===== config.mk =====
export PLATFORM = sky130hd
export DESIGN_NAME = mag_approx_arbiter_flat
export DESIGN_NICKNAME = d
export VERILOG_FILES = /design/src/rtl/mag_approx_arbiter_pkg.sv /design/src/rtl/mag_approx_arbiter_if.sv /design/src/rtl/mag_approx_arbiter_result_fifo.sv /design/src/rtl/mag_approx_arbiter.sv /design/src/flat_wrapper.sv
export SDC_FILE = /design/constraint.sdc
export NUM_CORES = 1
export LEC_CHECK = 0
export CAP_MARGIN = 0
export CORE_UTILIZATION = 56
export CTS_BUF_LIST = sky130_fd_sc_hd__clkbuf_8
export DETAILED_ROUTE_END_ITERATION = 8
export PLACE_DENSITY = 0.88
export SKIP_LAST_GASP = 1
export SLEW_MARGIN = 20
export SYNTH_ARGS = -nofsm -noshare
export SYNTH_HDL_FRONTEND = slang
export SYNTH_SLANG_ARGS = --single-unit

===== constraint.sdc =====
create_clock -name i_clk -period 4.1 [get_ports i_clk]
set_input_delay 0.41 -clock i_clk [delete_from_list [all_inputs] [get_ports i_clk]]
set_output_delay 0.41 -clock i_clk [all_outputs]
set_load 0.03 [all_outputs]

===== src/rtl/mag_approx_arbiter_pkg.sv =====
// Shared widths, tag/result records and the round-robin step helper for the
// magnitude_approx sharing arbiter.
package mag_approx_arbiter_pkg;

  localparam int DATA_WIDTH  = 16;
  localparam int NUM_CH      = 4;
  localparam int CH_W        = 2;
  localparam int MAG_LATENCY = 2;

  typedef struct packed {
    logic            valid;
    logic [CH_W-1:0] ch;
  } tag_t;

  typedef struct packed {
    logic [CH_W-1:0]       ch;
    logic [DATA_WIDTH-1:0] data;
  } res_t;

  function automatic logic [CH_W-1:0] next_ch(input logic [CH_W-1:0] ch);
    if (ch == CH_W'(NUM_CH - 1)) begin
      return '0;
    end else begin
      return ch + CH_W'(1);
    end
  endfunction

endpackage


===== src/rtl/mag_approx_arbiter_if.sv =====
// Requester, magnitude_approx and result-FIFO signals of the arbiter.
// The arbiter uses the slave side; the environment drives the master side.
interface mag_approx_arbiter_if;
  import mag_approx_arbiter_pkg::*;

  logic [NUM_CH-1:0]            i_req_valid;
  logic [NUM_CH*DATA_WIDTH-1:0] i_req_Re;
  logic [NUM_CH*DATA_WIDTH-1:0] i_req_Im;
  logic [NUM_CH-1:0]            o_req_ready;
  logic [DATA_WIDTH-1:0]        o_mag_Re;
  logic [DATA_WIDTH-1:0]        o_mag_Im;
  logic [DATA_WIDTH-1:0]        i_mag_approx;
  logic                         o_res_valid;
  logic [CH_W-1:0]              o_res_ch;
  logic [DATA_WIDTH-1:0]        o_res_data;
  logic                         i_res_ready;

  modport slave (
    input  i_req_valid, i_req_Re, i_req_Im, i_mag_approx, i_res_ready,
    output o_req_ready, o_mag_Re, o_mag_Im, o_res_valid, o_res_ch, o_res_data
  );

  modport master (
    output i_req_valid, i_req_Re, i_req_Im, i_mag_approx, i_res_ready,
    input  o_req_ready, o_mag_Re, o_mag_Im, o_res_valid, o_res_ch, o_res_data
  );

endinterface


===== src/rtl/mag_approx_arbiter_result_fifo.sv =====
// First-word-fall-through sync FIFO with occupancy count; head is driven from
// flops only and reads as zero while empty.
module mag_approx_arbiter_result_fifo #(
  parameter  int WIDTH = 18,
  parameter  int DEPTH = 8,
  localparam int CNT_W = $clog2(DEPTH + 1),
  localparam int PTR_W = (DEPTH > 1) ? $clog2(DEPTH) : 1
) (
  input  logic             i_clk,
  input  logic             i_rst,
  input  logic             i_push,
  input  logic [WIDTH-1:0] i_push_data,
  input  logic             i_pop,
  output logic             o_valid,
  output logic [WIDTH-1:0] o_data,
  output logic [CNT_W-1:0] o_count
);

  logic [WIDTH-1:0] mem_q [DEPTH];
  logic [PTR_W-1:0] wr_ptr_q, wr_ptr_d;
  logic [PTR_W-1:0] rd_ptr_q, rd_ptr_d;
  logic [CNT_W-1:0] count_q, count_d;
  logic             valid_s;
  logic             pop_s;

  function automatic logic [PTR_W-1:0] ptr_inc(input logic [PTR_W-1:0] p);
    if (p == PTR_W'(DEPTH - 1)) begin
      return '0;
    end else begin
      return p + PTR_W'(1);
    end
  endfunction

  assign valid_s = (count_q != '0);
  // A pop against an empty FIFO is dropped here rather than by the caller.
  assign pop_s   = i_pop && valid_s;

  always_comb begin
    wr_ptr_d = wr_ptr_q;
    rd_ptr_d = rd_ptr_q;
    count_d  = count_q;
    if (i_push) begin
      wr_ptr_d = ptr_inc(wr_ptr_q);
    end else begin
      wr_ptr_d = wr_ptr_q;
    end
    if (pop_s) begin
      rd_ptr_d = ptr_inc(rd_ptr_q);
    end else begin
      rd_ptr_d = rd_ptr_q;
    end
    case ({i_push, pop_s})
      2'b10:   count_d = count_q + CNT_W'(1);
      2'b01:   count_d = count_q - CNT_W'(1);
      default: count_d = count_q;
    endcase
  end

  always_ff @(posedge i_clk or posedge i_rst) begin
    if (i_rst) begin
      wr_ptr_q <= '0;
      rd_ptr_q <= '0;
      count_q  <= '0;
    end else begin
      wr_ptr_q <= wr_ptr_d;
      rd_ptr_q <= rd_ptr_d;
      count_q  <= count_d;
    end
  end

  // Storage needs no reset: it is only observed through a non-zero count.
  always_ff @(posedge i_clk) begin
    if (i_push) begin
      mem_q[wr_ptr_q] <= i_push_data;
    end
  end

  assign o_valid = valid_s;
  assign o_data  = valid_s ? mem_q[rd_ptr_q] : '0;
  assign o_count = count_q;

endmodule


===== src/rtl/mag_approx_arbiter.sv =====
// Round-robin sharing of one magnitude_approx pipeline between NUM_CH I/Q
// requesters, with channel tags riding a valid pipe into a credit-guarded FIFO.
module mag_approx_arbiter
  import mag_approx_arbiter_pkg::*;
#(
  parameter int FIFO_DEPTH = 8
) (
  input logic                 i_clk,
  input logic                 i_rst,
  mag_approx_arbiter_if.slave bus
);

  localparam int CNT_W = $clog2(FIFO_DEPTH + 1);
  localparam int INF_W = $clog2(MAG_LATENCY + 2);
  localparam int SUM_W = CNT_W + 1;

  logic [CH_W-1:0]       rr_ptr_q, rr_ptr_d;
  logic [DATA_WIDTH-1:0] mag_re_q, mag_re_d;
  logic [DATA_WIDTH-1:0] mag_im_q, mag_im_d;
  tag_t                  tag_q [MAG_LATENCY+1];
  tag_t                  tag_d [MAG_LATENCY+1];

  logic [NUM_CH-1:0] grant_s;
  logic              grant_any_s;
  logic [CH_W-1:0]   grant_ch_s;
  int                cand_idx;
  logic [INF_W-1:0]  inflight_s;
  logic              credit_ok_s;

  logic              fifo_push_s;
  res_t              fifo_wdata_s;
  res_t              fifo_rdata_s;
  logic              fifo_valid_s;
  logic [CNT_W-1:0]  fifo_count_s;

  // Every valid tag already owns a FIFO slot, so it is charged against credits.
  always_comb begin
    inflight_s = '0;
    for (int i = 0; i <= MAG_LATENCY; i++) begin
      if (tag_q[i].valid) begin
        inflight_s = inflight_s + INF_W'(1);
      end else begin
        inflight_s = inflight_s;
      end
    end
  end

  assign credit_ok_s = (SUM_W'(fifo_count_s) + SUM_W'(inflight_s)) < SUM_W'(FIFO_DEPTH);

  always_comb begin
    grant_any_s = 1'b0;
    grant_ch_s  = '0;
    cand_idx    = 0;
    if (!i_rst && credit_ok_s) begin
      for (int i = 0; i < NUM_CH; i++) begin
        cand_idx = (int'(rr_ptr_q) + i) % NUM_CH;
        if (!grant_any_s && bus.i_req_valid[cand_idx]) begin
          grant_any_s = 1'b1;
          grant_ch_s  = CH_W'(cand_idx);
        end else begin
          grant_any_s = grant_any_s;
        end
      end
    end else begin
      grant_any_s = 1'b0;
    end
    grant_s = grant_any_s ? (NUM_CH'(1) << grant_ch_s) : '0;
  end

  always_comb begin
    rr_ptr_d = rr_ptr_q;
    mag_re_d = '0;
    mag_im_d = '0;
    tag_d[0] = '{valid: grant_any_s, ch: grant_ch_s};
    for (int i = 1; i <= MAG_LATENCY; i++) begin
      tag_d[i] = tag_q[i-1];
    end
    if (grant_any_s) begin
      rr_ptr_d = next_ch(grant_ch_s);
      mag_re_d = bus.i_req_Re[int'(grant_ch_s)*DATA_WIDTH +: DATA_WIDTH];
      mag_im_d = bus.i_req_Im[int'(grant_ch_s)*DATA_WIDTH +: DATA_WIDTH];
    end else begin
      rr_ptr_d = rr_ptr_q;
    end
  end

  always_ff @(posedge i_clk or posedge i_rst) begin
    if (i_rst) begin
      rr_ptr_q <= '0;
      mag_re_q <= '0;
      mag_im_q <= '0;
      for (int i = 0; i <= MAG_LATENCY; i++) begin
        tag_q[i] <= '0;
      end
    end else begin
      rr_ptr_q <= rr_ptr_d;
      mag_re_q <= mag_re_d;
      mag_im_q <= mag_im_d;
      for (int i = 0; i <= MAG_LATENCY; i++) begin
        tag_q[i] <= tag_d[i];
      end
    end
  end

  // The last tag stage lines up with i_mag_approx for the same sample.
  assign fifo_push_s  = tag_q[MAG_LATENCY].valid;
  assign fifo_wdata_s = '{ch: tag_q[MAG_LATENCY].ch, data: bus.i_mag_approx};

  mag_approx_arbiter_result_fifo #(
    .WIDTH ($bits(res_t)),
    .DEPTH (FIFO_DEPTH)
  ) u_fifo (
    .i_clk       (i_clk),
    .i_rst       (i_rst),
    .i_push      (fifo_push_s),
    .i_push_data (fifo_wdata_s),
    .i_pop       (bus.i_res_ready),
    .o_valid     (fifo_valid_s),
    .o_data      (fifo_rdata_s),
    .o_count     (fifo_count_s)
  );

  assign bus.o_req_ready = grant_s;
  assign bus.o_mag_Re    = mag_re_q;
  assign bus.o_mag_Im    = mag_im_q;
  assign bus.o_res_valid = fifo_valid_s;
  assign bus.o_res_ch    = fifo_rdata_s.ch;
  assign bus.o_res_data  = fifo_rdata_s.data;

endmodule

===== src/flat_wrapper.sv =====
// flat-port wrapper written by rule: the top's interface ports become plain ports
module mag_approx_arbiter_flat import mag_approx_arbiter_pkg::*;
#(
  parameter int FIFO_DEPTH = 8
)
  (i_clk, i_rst, bus_i_req_valid, bus_i_req_Re, bus_i_req_Im, bus_i_mag_approx, bus_i_res_ready, bus_o_req_ready, bus_o_mag_Re, bus_o_mag_Im, bus_o_res_valid, bus_o_res_ch, bus_o_res_data);
  mag_approx_arbiter_if bus_i ();
  input logic i_clk;
  input logic i_rst;
  input wire logic [$bits(bus_i.i_req_valid)-1:0] bus_i_req_valid;
  input wire logic [$bits(bus_i.i_req_Re)-1:0] bus_i_req_Re;
  input wire logic [$bits(bus_i.i_req_Im)-1:0] bus_i_req_Im;
  input wire logic [$bits(bus_i.i_mag_approx)-1:0] bus_i_mag_approx;
  input wire logic [$bits(bus_i.i_res_ready)-1:0] bus_i_res_ready;
  output wire logic [$bits(bus_i.o_req_ready)-1:0] bus_o_req_ready;
  output wire logic [$bits(bus_i.o_mag_Re)-1:0] bus_o_mag_Re;
  output wire logic [$bits(bus_i.o_mag_Im)-1:0] bus_o_mag_Im;
  output wire logic [$bits(bus_i.o_res_valid)-1:0] bus_o_res_valid;
  output wire logic [$bits(bus_i.o_res_ch)-1:0] bus_o_res_ch;
  output wire logic [$bits(bus_i.o_res_data)-1:0] bus_o_res_data;
  assign bus_i.i_req_valid = bus_i_req_valid;
  assign bus_i.i_req_Re = bus_i_req_Re;
  assign bus_i.i_req_Im = bus_i_req_Im;
  assign bus_i.i_mag_approx = bus_i_mag_approx;
  assign bus_i.i_res_ready = bus_i_res_ready;
  assign bus_o_req_ready = bus_i.o_req_ready;
  assign bus_o_mag_Re = bus_i.o_mag_Re;
  assign bus_o_mag_Im = bus_i.o_mag_Im;
  assign bus_o_res_valid = bus_i.o_res_valid;
  assign bus_o_res_ch = bus_i.o_res_ch;
  assign bus_o_res_data = bus_i.o_res_data;
  mag_approx_arbiter #(.FIFO_DEPTH(FIFO_DEPTH)) u_core (.i_clk(i_clk), .i_rst(i_rst), .bus(bus_i));
endmodule

==> results.ini, run 1 <==
[drt]
vias=5382
ant_nets=0
drc=0
routed_via_density=5.45
drt_iter0_markers=256
wl_per_cell_um=19.4
dr.pass1.iters=4
wl_mm=19.2

[place]
hpwl_mm=13.5
port_buffers=205
gp_congestion=0.876
placedCellCount=955
dp_slack_ns=0.903

[setup_path]
critPathArrivalTime_ns=3.18
end_kind=output port
r2r.worst_path.cells=12
path_cells=ha_1 > nand2_1 > o21ai_0 > ha_1 > a211oi_1 > o21ai_1 > nor2_4 > nand2_2 > inv_2 > ha_1 > and2_1 > clkdlybuf4s50_1
slowest_stage=clkdlybuf4s50_1
crit_fanout=8
critPathKind=register to output port
max_stage_delay_ns=0.68
rr_startpoint=u_core.u_fifo.o_count[1]$_DFFE_PP0P_
path_common_cell=ha_1
start_kind=register
critPathLaunch=u_core.tag_d[2]$_DFF_PP0_
critical_path_required_ns=3.69

[clock_network]
ctsResizeCount=0
cts.htree.levels=4
clk_latency_ns=0.46
numCtsBuffers=17
clkTransAtPathRegs_ns=0.09
cts_sinks=197
holdBufCountCts=0
tritoncts=yes
cts_root_buffer=clkbuf_8
cts_buffer_depth=2
post_cts_buffers=0

[sta]
slew_headroom_pct=29.7
final-setup-viol-count=0
clock_skew_ns=0.0142
finalCritPeriodShare_pct=87.6
fmax_ghz=0.278
setup_slack_ns=0.509
worst_pin_slew_ns=1.05
slew_violations=0
tns_ns=0
rsz0062_at_grt=no
whs_ns=0.206
finalHoldViolations=0
period_needed_ns=3.59

[floorplan]
start_util_pct=57.8
io_pins=206
core_region_area_sq_um=15300
row_count=45
die_h_um=128
die_w_um=128
fp.dieArea_sq_um=16300

[grt]
grt_overflow=0
grt.total_usage_pct=24.6
grt_pass1_wl_mm=29.5
grt_max_degree=66
grt_pass1_vias=5671
antenna_found_initial=0

[power]
leakagePower_nw=4.28
powerDensity_nw_per_um2=607
ir_worst_vdd_mv=0.423

[logic_synthesis]
synth_warnings=0
netlist.area_leader.share_pct=48.8
synth.largest_area_cell=edfxtp_1
synth_area_sq_um=8850
netlist-cell-type-count=37
synth_area_leaders=edfxtp_1 49%, dfrtp_1 15%, mux2i_1 9.5%
synthesis.nets=720
syn_avg_cell_area_sq_um=16.0
syn_inst=554
synth-seq-area-share_pct=63.8
synth_seq_cells=197

[run]
maxCapViolCount=0

[cells_and_area]
area_growth_pct=30.1
stdcell_count=987
fin_nets=929
drive_gt1_share_pct=13.0
antenna_cells=0
n_fill_cell=945

[min_path]
hold_path_class=primary input to asynchronous set/reset pin

[outcome]
status=completed

-- cell families after synthesis --
family | count (synthesis) | synth area share (%)
fa+ha+maj | 15 | 2.20
buf+inv | 47 | 3.07
xor+xnor | 5 | 0.495
compound gates | 50 | 3.76
flops | 197 | 63.8
simple gates | 117 | 7.62
mux | 123 | 19.0
-- state kept, by name, indices dropped and copies added, names as in the netlist --
signal	flops
u_core.fifo_push_s	1
u_core.fifo_wdata_s	2
u_core.u_fifo.mem_q	144
u_core.bus.o_mag_Im	16
u_core.u_fifo.rd_ptr_q	3
u_core.rr_ptr_q	2
u_core.u_fifo.wr_ptr_q	3
u_core.tag_d	6
u_core.u_fifo.o_count	4
u_core.bus.o_mag_Re	16
-- routing by layer --
metal	global-route usage (%)	wire (um)	vias to the layer above
met4	13.6	873	0
met1	27.3	6990	2595
met3	5.34	1250	52
met2	44.1	10100	230
li1	-	-	2505
met5	0	0	-
-- where the power goes --
part           switching [mW]  internal [mW]
combinational            1.56           1.41
sequential              0.247           2.47
clock                   0.684          0.620
-- Yosys cell counts --
library cell	instances
edfxtp_1	144
mux2i_1	84
nor2b_1	65
dfrtp_1	53
mux4_2	36
o22ai_1	33
nor2_1	26
ha_1	14
buf_2	13
inv_1	11
buf_6	9
nand2_1	9
clkbuf_1	6
nand2b_1	5
and2_1	4
inv_2	4
o21ai_0	4
a21o_1	3
a21oi_1	3
buf_4	3
nor3_1	3
xnor2_1	3
mux2_1	2
nor4_4	2
o21ai_1	2
xor2_1	2
a211oi_1	1
a21oi_2	1
a311oi_2	1
buf_1	1
fa_1	1
mux2_2	1
nand2_2	1
nand3_1	1
nor2_4	1
o21a_1	1
o2bb2a_4	1
-- worst max-delay path: cells and delay by family (launching register included) --
family,cells,cell delay (ns)
flops,1,0.41
simple gates,4,0.51
compound gates,3,0.49
fa+ha+maj,3,0.54
buf+inv,2,0.77
-- cell type report --
| class | instances | area [sq um] | area share (%) |
|---|---|---|---|
| clock inverters | 15 | 193 | 1.67 |
| well taps | 211 | 264 | 2.29 |
| clock buffers | 17 | 234 | 2.03 |
| multi-input cells | 310 | 2940 | 25.5 |
| inverters | 15 | 56.3 | 0.489 |
| repair buffers | 222 | 2180 | 18.9 |
| flip-flops and latches | 197 | 5650 | 49.1 |
-- cell usage in the layout, fill, tap and decap left out, drive strengths merged --
cell | Yosys | layout
mux4 | 36 | 36
nor2b | 65 | 65
clkinvlp | 0 | 3
clkbuf | 6 | 17
nor4 | 2 | 2
nand3 | 1 | 1
and2 | 4 | 4
a21o | 3 | 3
nor3 | 3 | 3
xor2 | 2 | 2
o21a | 1 | 1
a21oi | 4 | 4
a311oi | 1 | 1
edfxtp | 144 | 144
xnor2 | 3 | 3
o2bb2a | 1 | 1
o21ai | 6 | 6
clkinv | 0 | 3
o22ai | 33 | 33
dfrtp | 53 | 53
nand2 | 10 | 10
inv | 15 | 21
mux2 | 3 | 3
nand2b | 5 | 5
nor2 | 27 | 27
fa | 1 | 1
buf | 26 | 17
mux2i | 84 | 84
clkdlybuf4s50 | 0 | 205
ha | 14 | 14
bufinv | 0 | 3
a211oi | 1 | 1
-- worst paths after layout --
check                      slack [ns]                                    to
max                              0.51                    bus_o_req_ready[1]
min                              0.21  u_core.u_fifo.o_count[3]$_DFFE_PP0P_
max reg2reg                      1.44  u_core.u_fifo.o_count[3]$_DFFE_PP0P_
min reg2reg                      0.36     u_core.fifo_wdata_s[17]$_DFF_PP0_
max in group asynchronous        3.09     u_core.bus.o_mag_Re[13]$_DFF_PP0_
min in group i_clk               0.36     u_core.fifo_wdata_s[17]$_DFF_PP0_
-- per-stage QoR --
step	power, mW	util [%]	area [sq um]
global route	7.32	75.2	11500
global placement	5.65	72.4	11100
detailed placement	5.77	72.4	11100
CTS	7.06	75.2	11500
finish	7.00	75.2	11500
floorplan	4.73	-	8850
Power figures use the tool's default switching activity.
==> inputs of run 2 (changes only) <==
--- a/config.mk
+++ b/config.mk
@@ -6,12 +6,13 @@
 export NUM_CORES = 1
 export LEC_CHECK = 0
 export CAP_MARGIN = 0
-export CORE_UTILIZATION = 56
+export CORE_UTILIZATION = 50
 export CTS_BUF_LIST = sky130_fd_sc_hd__clkbuf_8
 export DETAILED_ROUTE_END_ITERATION = 8
-export PLACE_DENSITY = 0.88
+export PLACE_DENSITY = 0.8
 export SKIP_LAST_GASP = 1
 export SLEW_MARGIN = 20
 export SYNTH_ARGS = -nofsm -noshare
 export SYNTH_HDL_FRONTEND = slang
+export SYNTH_HIERARCHICAL = 1
 export SYNTH_SLANG_ARGS = --single-unit
==> run 2 against run 1 <==
Effect of this change:
- synthesized cell count fell by 2.2%
- final area fell by 0.72%
- count of clock-buffer cells in the layout did not move
- setup slack got worse by 0.25 ns
- global-route usage fell by 3.0 points
- via count rose by 0.78%
- register-to-register slack got worse by 0.12 ns
- cell count fell by 0.30%
- sequential share of layout area rose by 0.35 points
- clock skew fell by 0.0052 ns
- sequential power barely moved
- clock power fell by 5%
- largest power group unchanged
- highest routed layer unchanged
==> results.ini, run 2 <==
[outcome]
status=completed

[sta]
fmax_ghz=0.261  ; -6.4%
finalHoldViolations=0  ; unchanged
rsz0062_at_grt=no
final-setup-viol-count=0  ; unchanged
finalCritPeriodShare_pct=93.6  ; +6.0 points
slew_headroom_pct=31.4  ; +1.7 points
period_needed_ns=3.84  ; +0.247 ns
worst_pin_slew_ns=1.03  ; -0.0256 ns
slew_violations=0  ; unchanged
tns_ns=0  ; unchanged
clock_skew_ns=0.00909  ; -0.00516 ns
setup_slack_ns=0.262  ; -0.247 ns

[grt]
grt_pass1_wl_mm=28.6  ; -2.8%
grt.total_usage_pct=21.6  ; -3.0 points
grt_overflow=0  ; unchanged
grt_max_degree=66  ; unchanged
grt_pass1_vias=5577  ; -1.7%
antenna_found_initial=0  ; unchanged

[cells_and_area]
antenna_cells=0  ; unchanged
layout_common_cells=203 x clkdlybuf4s50_1, 144 x edfxtp_1, 69 x nor2b_1
drive_gt1_share_pct=13.0  ; +0.028 points
regMostFlops=u_core/u_fifo/mem_q
design_area_sq_um=11400  ; -0.72%
area_growth_pct=30.4
largest_reg_flops=144  ; unchanged
n_fill_cell=1127  ; +19%
final_common_cell=clkdlybuf4s50_1
ff_latch_area_sq_um=5650  ; unchanged
fin_nets=912  ; -1.8%
multi_input_area_sq_um=2890  ; -1.9%

[drt]
wl_per_cell_um=19.1  ; -2.0%
dr.pass1.iters=4  ; unchanged
drc=0  ; unchanged
vias=5424  ; +0.78%
ant_nets=0  ; unchanged
wl_mm=18.8  ; -2.3%
routed_via_density=5.51  ; +1.1%
drt_iter0_markers=263  ; +2.7%

[floorplan]
io_pins=206  ; unchanged
fp.dieArea_sq_um=18100  ; +11%
die_w_um=134  ; +5.2%
core_region_area_sq_um=17200  ; +13%
row_count=48  ; +6.7%
start_util_pct=50.9  ; -6.9 points
die_h_um=134  ; +5.2%

[logic_synthesis]
syn_inst=542  ; -2.2%
syn_avg_cell_area_sq_um=16.2  ; +1.2%
netlist-cell-type-count=41  ; +11%
synth_flop_cell=edfxtp_1
async_flop_share_pct=26.9  ; unchanged
netlist_top_cells_count=144 x edfxtp_1, 69 x nor2b_1, 66 x mux2i_1
synth_warnings=6  ; +6
synth-seq-area-share_pct=64.4  ; +0.62 points
synth_area_sq_um=8770  ; -0.96%
synth_most_common_cell=edfxtp_1
synth_edf_count=144  ; unchanged
synthesis.nets=707  ; -1.8%
synth_seq_cells=197  ; unchanged
synth.largest_area_cell=edfxtp_1
synth_area_leaders=edfxtp_1 49%, dfrtp_1 15%, mux4_2 9.2%
netlist.area_leader.share_pct=49.3  ; +0.47 points

[min_path]
hold_start=u_core/tag_d[1]$_DFF_PP0_
hold_path_class=register to register
hold-path-endpoint=u_core/fifo_wdata_s[17]$_DFF_PP0_
min_path_cells=0

[setup_path]
path_cells=inv_1 > ha_1 > mux2i_1 > ha_1 > a31o_1 > a211oi_2 > or3b_1 > ha_1 > and2_1 > clkdlybuf4s50_1
r2r_slack_ns=1.32  ; -0.12 ns
rr_startpoint=u_core/u_fifo/o_count[0]$_DFFE_PP0P_
end_kind=output port
slowest_stage=clkdlybuf4s50_1
path_common_cell=ha_1
critPathKind=register to output port
critical_path_required_ns=3.69  ; about the same
r2r.worst_path.cells=7  ; -5
worstReg2RegEnd=u_core/u_fifo/o_count[3]$_DFFE_PP0P_
critPathArrivalTime_ns=3.43  ; +0.25 ns
start_kind=register
crit_fanout=5  ; -3
max_stage_delay_ns=0.59  ; -0.09 ns

[clock_network]
tritoncts=yes
cts_buffer_depth=2  ; unchanged
clkTransAtPathRegs_ns=0.09  ; about the same
cts_root_buffer=clkbuf_8
cts_sinks=197  ; unchanged
holdBufCountCts=0  ; unchanged
ctsResizeCount=0  ; unchanged
post_cts_buffers=0  ; unchanged
numCtsBuffers=17  ; unchanged
cts.htree.levels=4  ; unchanged
clk_latency_ns=0.46  ; about the same

[place]
placed_cell_area_sq_um=11000  ; -0.52%
port_buffers=205  ; unchanged
hpwl_mm=13.1  ; -3.0%
dp_slack_ns=0.634  ; -0.268 ns
gp_congestion=0.852  ; -2.8%

[power]
ir_worst_vdd_mv=0.472  ; +12%
switchingPower_mw=2.51  ; +0.48%
internal_power_mw=4.61  ; +2.3%
clkPwrFrac_pct=17.3  ; -1.3 points
p_seq_share_pct=38.6  ; -0.3 points
p_comb_share_pct=44.1  ; +1.6 points
switching_share_pct=35.2  ; -0.42 points
powerDensity_nw_per_um2=622  ; +2.4%
finalPower_mw=7.11  ; +1.7%
leakagePower_nw=4.40  ; +2.7%

[run]
maxCapViolCount=0  ; unchanged

-- run 2: cell types whose count changed after synthesis, sizes merged, moves of 3 or more --
cell / previous run / this run
a22o: 0 / 18
buf: 26 / 19
clkbuf: 6 / 16
inv: 15 / 12
mux2: 3 / 7
mux2i: 84 / 66
nand2: 10 / 7
nor2: 27 / 10
nor2b: 65 / 69
-- run 2: cell type report --
class,instances,share of cell area [%]
Inverter,12,0.394
Timing Repair Buffer,221,19.0
Clock buffer,17,2.05
Tap cell,225,2.46
Multi-Input combinational cell,298,25.2
Clock inverter,14,1.42
Sequential cell,197,49.4
-- run 2: power by group through the flow --
stage,Clock (mW),Combinational (mW),Sequential (mW)
floorplan,0,1.95,2.93
detailed placement,0,3.16,2.80
finish,1.23,3.13,2.75
global route,1.33,3.33,2.80
CTS,1.26,3.17,2.76
global placement,0,3.10,2.77
-- run 2: critical path, delay by kind of cell, from the launching register on --
| family | cells | cell delay [ns] |
|---|---|---|
| simple gates | 2 | 0.59 |
| fa+ha+maj | 3 | 0.66 |
| buf+inv | 2 | 0.65 |
| compound gates | 2 | 0.54 |
| mux | 1 | 0.14 |
| flops | 1 | 0.39 |
-- run 2: worst max path at each step --
stage | endpoint | from
after floorplan | bus_o_req_ready[3] | u_core/tag_d[2]$_DFF_PP0_
after global placement | bus_o_req_ready[3] | u_core/tag_d[2]$_DFF_PP0_
after detailed placement | bus_o_req_ready[3] | u_core/tag_d[2]$_DFF_PP0_
after CTS | bus_o_req_ready[3] | u_core/tag_d[2]$_DFF_PP0_
after global routing | bus_o_req_ready[0] | u_core/tag_d[2]$_DFF_PP0_
final | bus_o_req_ready[0] | u_core/tag_d[2]$_DFF_PP0_
-- run 2: logic make-up after synthesis --
group                    share of synthesized area [%]
multiplexers                                      17.7
AND/OR/NAND/NOR                                   7.28
AO/OA/AOI/OAI                                     5.32
adder cells (fa/ha/maj)                           2.00
XOR/XNOR                                         0.400
flip-flops                                        64.4
buffers and inverters                             2.88
-- run 2: through the flow --
stage / instances / utilization, % / hold slack (ns)
6_report: 984 / 66.4 / 0.355
5_1_grt: 984 / 66.4 / 0.361
4_1_cts: 984 / 66.3 / 0.352
3_5_place_dp: 953 / 64.0 / 0.336
3_3_place_gp: 953 / 64.0 / 0.338
2_1_floorplan: 542 / - / 0.250
-- run 2: metal layers --
layer / vias up / share of wire, % / global-route usage (%)
li1: 2491 / - / -
met1: 2695 / 37 / 23.6
met2: 201 / 55 / 39.4
met3: 37 / 5.5 / 5.18
met4: 0 / 3.1 / 10.1
met5: - / 0 / 0
==> inputs of run 3 (changes only) <==
--- a/config.mk
+++ b/config.mk
@@ -7,7 +7,7 @@
 export LEC_CHECK = 0
 export CAP_MARGIN = 0
 export CORE_UTILIZATION = 50
-export CTS_BUF_LIST = sky130_fd_sc_hd__clkbuf_8
+export CTS_BUF_LIST = sky130_fd_sc_hd__clkbuf_4
 export DETAILED_ROUTE_END_ITERATION = 8
 export PLACE_DENSITY = 0.8
 export SKIP_LAST_GASP = 1
==> run 3 against run 2 <==
Effect of this change:
- power decreased by 2.9%
- utilization shrank 0.57 points
- sequential power about the same
- wire length fell by 0.13%
- final area fell by 0.86%
- combinational power hardly changed
- worst hold slack got worse by 0.11 ns
- via count shrank 1.0%
- first-iteration DRC count rose by 4.2%
- setup slack improved by 0.070 ns
- fmax rose by 1.9%
- die area is the same
- critical endpoint is now bus_o_req_ready[3]
- largest cell class unchanged
==> results.ini, run 3 (synthesized netlist as in run 2, its figures left out) <==
[floorplan]
io_pins=206  ; unchanged
fp.dieArea_sq_um=18100  ; unchanged
core_region_area_sq_um=17200  ; unchanged
row_count=48  ; unchanged
die_h_um=134  ; unchanged
start_util_pct=50.9  ; unchanged
die_w_um=134  ; unchanged

[clock_network]
clkTransAtPathRegs_ns=0.14  ; +0.05 ns
numCtsBuffers=17  ; unchanged
clk_latency_ns=0.56  ; +0.10 ns
cts_root_buffer=clkbuf_4
cts_sinks=197  ; unchanged
tritoncts=yes
cts.htree.levels=4  ; unchanged
holdBufCountCts=0  ; unchanged
cts_buffer_depth=2  ; unchanged

[cells_and_area]
drive_gt1_share_pct=13.2  ; +0.13 points
final_common_cell=clkdlybuf4s50_1
area_growth_pct=29.3
regMostFlops=u_core/u_fifo/mem_q
fin_nets=912  ; unchanged
layout_common_cells=201 x clkdlybuf4s50_1, 144 x edfxtp_1, 69 x nor2b_1
stdcell_count=985  ; +0.10%
largest_reg_flops=144  ; unchanged

[drt]
vias=5369  ; -1.0%
dr.pass1.iters=5  ; +1
ant_nets=0  ; unchanged
drt_iter0_markers=274  ; +4.2%
drc=0  ; unchanged
wl_mm=18.7  ; -0.13%
routed_via_density=5.45  ; -1.1%
wl_per_cell_um=19.0  ; -0.23%

[setup_path]
rr_startpoint=u_core/u_fifo/o_count[0]$_DFFE_PP0P_
start_kind=register
r2r.worst_path.cells=7  ; unchanged
slowest_stage=or3b_1
crit_end=bus_o_req_ready[3]
cp_top_family=adder cells
critPathLaunch=u_core/tag_d[2]$_DFF_PP0_
critical_path_required_ns=3.69  ; about the same
path_buf_inv=3  ; +1
r2r_slack_ns=1.32  ; about the same
path_cells=inv_1 > ha_1 > mux2i_1 > ha_1 > a31o_1 > a211oi_2 > or3b_1 > inv_1 > ha_1 > and2_1 > dlygate4sd2_1
max_stage_delay_ns=0.45  ; -0.14 ns
cp.depth=11  ; +1
critPathKind=register to output port
crit_fanout=5  ; unchanged
path_common_cell=ha_1
worstReg2RegEnd=u_core/u_fifo/o_count[3]$_DFFE_PP0P_
critPathArrivalTime_ns=3.36  ; -0.07 ns
end_kind=output port

[grt]
grt_pass1_wl_mm=28.6  ; about the same
grt_max_degree=66  ; unchanged
grt_pass1_vias=5590  ; +0.23%
grt_overflow=0  ; unchanged
grt.total_usage_pct=21.5  ; -0.12 points
antenna_found_initial=1  ; +1

[sta]
finalHoldViolations=0  ; unchanged
rsz0062_at_grt=no
clock_skew_ns=0.0133  ; +0.00418 ns
slew_headroom_pct=32.0  ; +0.60 points
finalCritPeriodShare_pct=91.9  ; -1.7 points
period_needed_ns=3.77  ; -0.0700 ns
worst_pin_slew_ns=1.02  ; -0.00905 ns
final-setup-viol-count=0  ; unchanged
tns_ns=0  ; unchanged
slew_violations=0  ; unchanged
fmax_ghz=0.265  ; +1.9%

[outcome]
status=completed

[power]
powerDensity_nw_per_um2=609  ; -2.0%
leakagePower_nw=4.37  ; -0.58%
ir_worst_vdd_mv=0.478  ; +1.3%

[min_path]
hold_path_class=primary input to asynchronous set/reset pin

[place]
port_buffers=205  ; unchanged
placedCellCount=953  ; unchanged
gp_congestion=0.852  ; unchanged
hpwl_mm=13.1  ; unchanged

[run]
maxCapViolCount=0  ; unchanged

run 3: changes by cell type in the layout (fill, tap and decap cells not counted), sizes merged:
cell and change:
inv -1, dlymetal6s2s +1, dlygate4sd2 +1, clkbuf +1, diode +1, clkdlybuf4s50 -2
run 3: area by class of cell:
cell class / instances / area (sq um)
Antenna cell: 1 / 2.50
Clock buffer: 18 / 135
Clock inverter: 13 / 159
Fill cell: 1141 / 5900
Inverter: 12 / 45.0
Multi-Input combinational cell: 298 / 2890
Sequential cell: 197 / 5650
Tap cell: 225 / 282
Timing Repair Buffer: 221 / 2180
run 3: through the flow:
step | cell area [sq um] | total power [mW] | utilization, % | setup WS (ns) | hold slack, ns
after global placement | 11000 | 5.87 | 64.0 | 0.743 | 0.338
final | 11300 | 6.91 | 65.8 | 0.332 | 0.247
after global routing | 11300 | 7.26 | 65.8 | 0.0924 | 0.258
after CTS | 11300 | 6.99 | 65.7 | 0.000292 | 0.219
after detailed placement | 11000 | 5.97 | 64.0 | 0.634 | 0.336
after floorplan | 8770 | 4.87 | - | 1.17 | 0.250
run 3: worst reg2reg max path, stage by stage, from the launching register on:
cell	delay [ns]
dfrtp_1	0.49
or4_4	0.61
nand2_1	0.18
inv_1	0.08
ha_1	0.39
or4b_2	0.70
a21o_1	0.18
o221ai_1	0.07
run 3: worst min path at each step:
stage,startpoint,cells after the start,slack [ns],to
2_1_floorplan,i_rst,1,0.25,u_core/u_fifo/o_count[0]$_DFFE_PP0P_
3_3_place_gp,u_core/tag_d[1]$_DFF_PP0_,0,0.34,u_core/fifo_wdata_s[17]$_DFF_PP0_
3_5_place_dp,u_core/tag_d[1]$_DFF_PP0_,0,0.34,u_core/fifo_wdata_s[17]$_DFF_PP0_
4_1_cts,i_rst,2,0.22,u_core/u_fifo/o_count[0]$_DFFE_PP0P_
5_1_grt,i_rst,2,0.26,u_core/u_fifo/o_count[0]$_DFFE_PP0P_
6_report,i_rst,2,0.25,u_core/u_fifo/o_count[0]$_DFFE_PP0P_
run 3: layer usage:
| metal | track usage [%] | up-vias | share of wire (%) |
|---|---|---|---|
| met5 | 0 | - | 0 |
| met4 | 8.61 | 0 | 2.4 |
| met3 | 5.18 | 28 | 5.8 |
| met2 | 39.9 | 197 | 55 |
| met1 | 23.4 | 2654 | 37 |
| li1 | - | 2490 | - |
run 3: timing repair:
action,CTS,global route
pin swaps,0,0
endpoints found under the setup margin,1,3
gates resized for setup,1,3
buffers inserted,0,0
run 3: power by group:
part | switching, mW | internal (mW) | total, mW
sequential | 0.227 | 2.52 | 2.75
combinational | 1.64 | 1.49 | 3.13
clock | 0.606 | 0.425 | 1.03
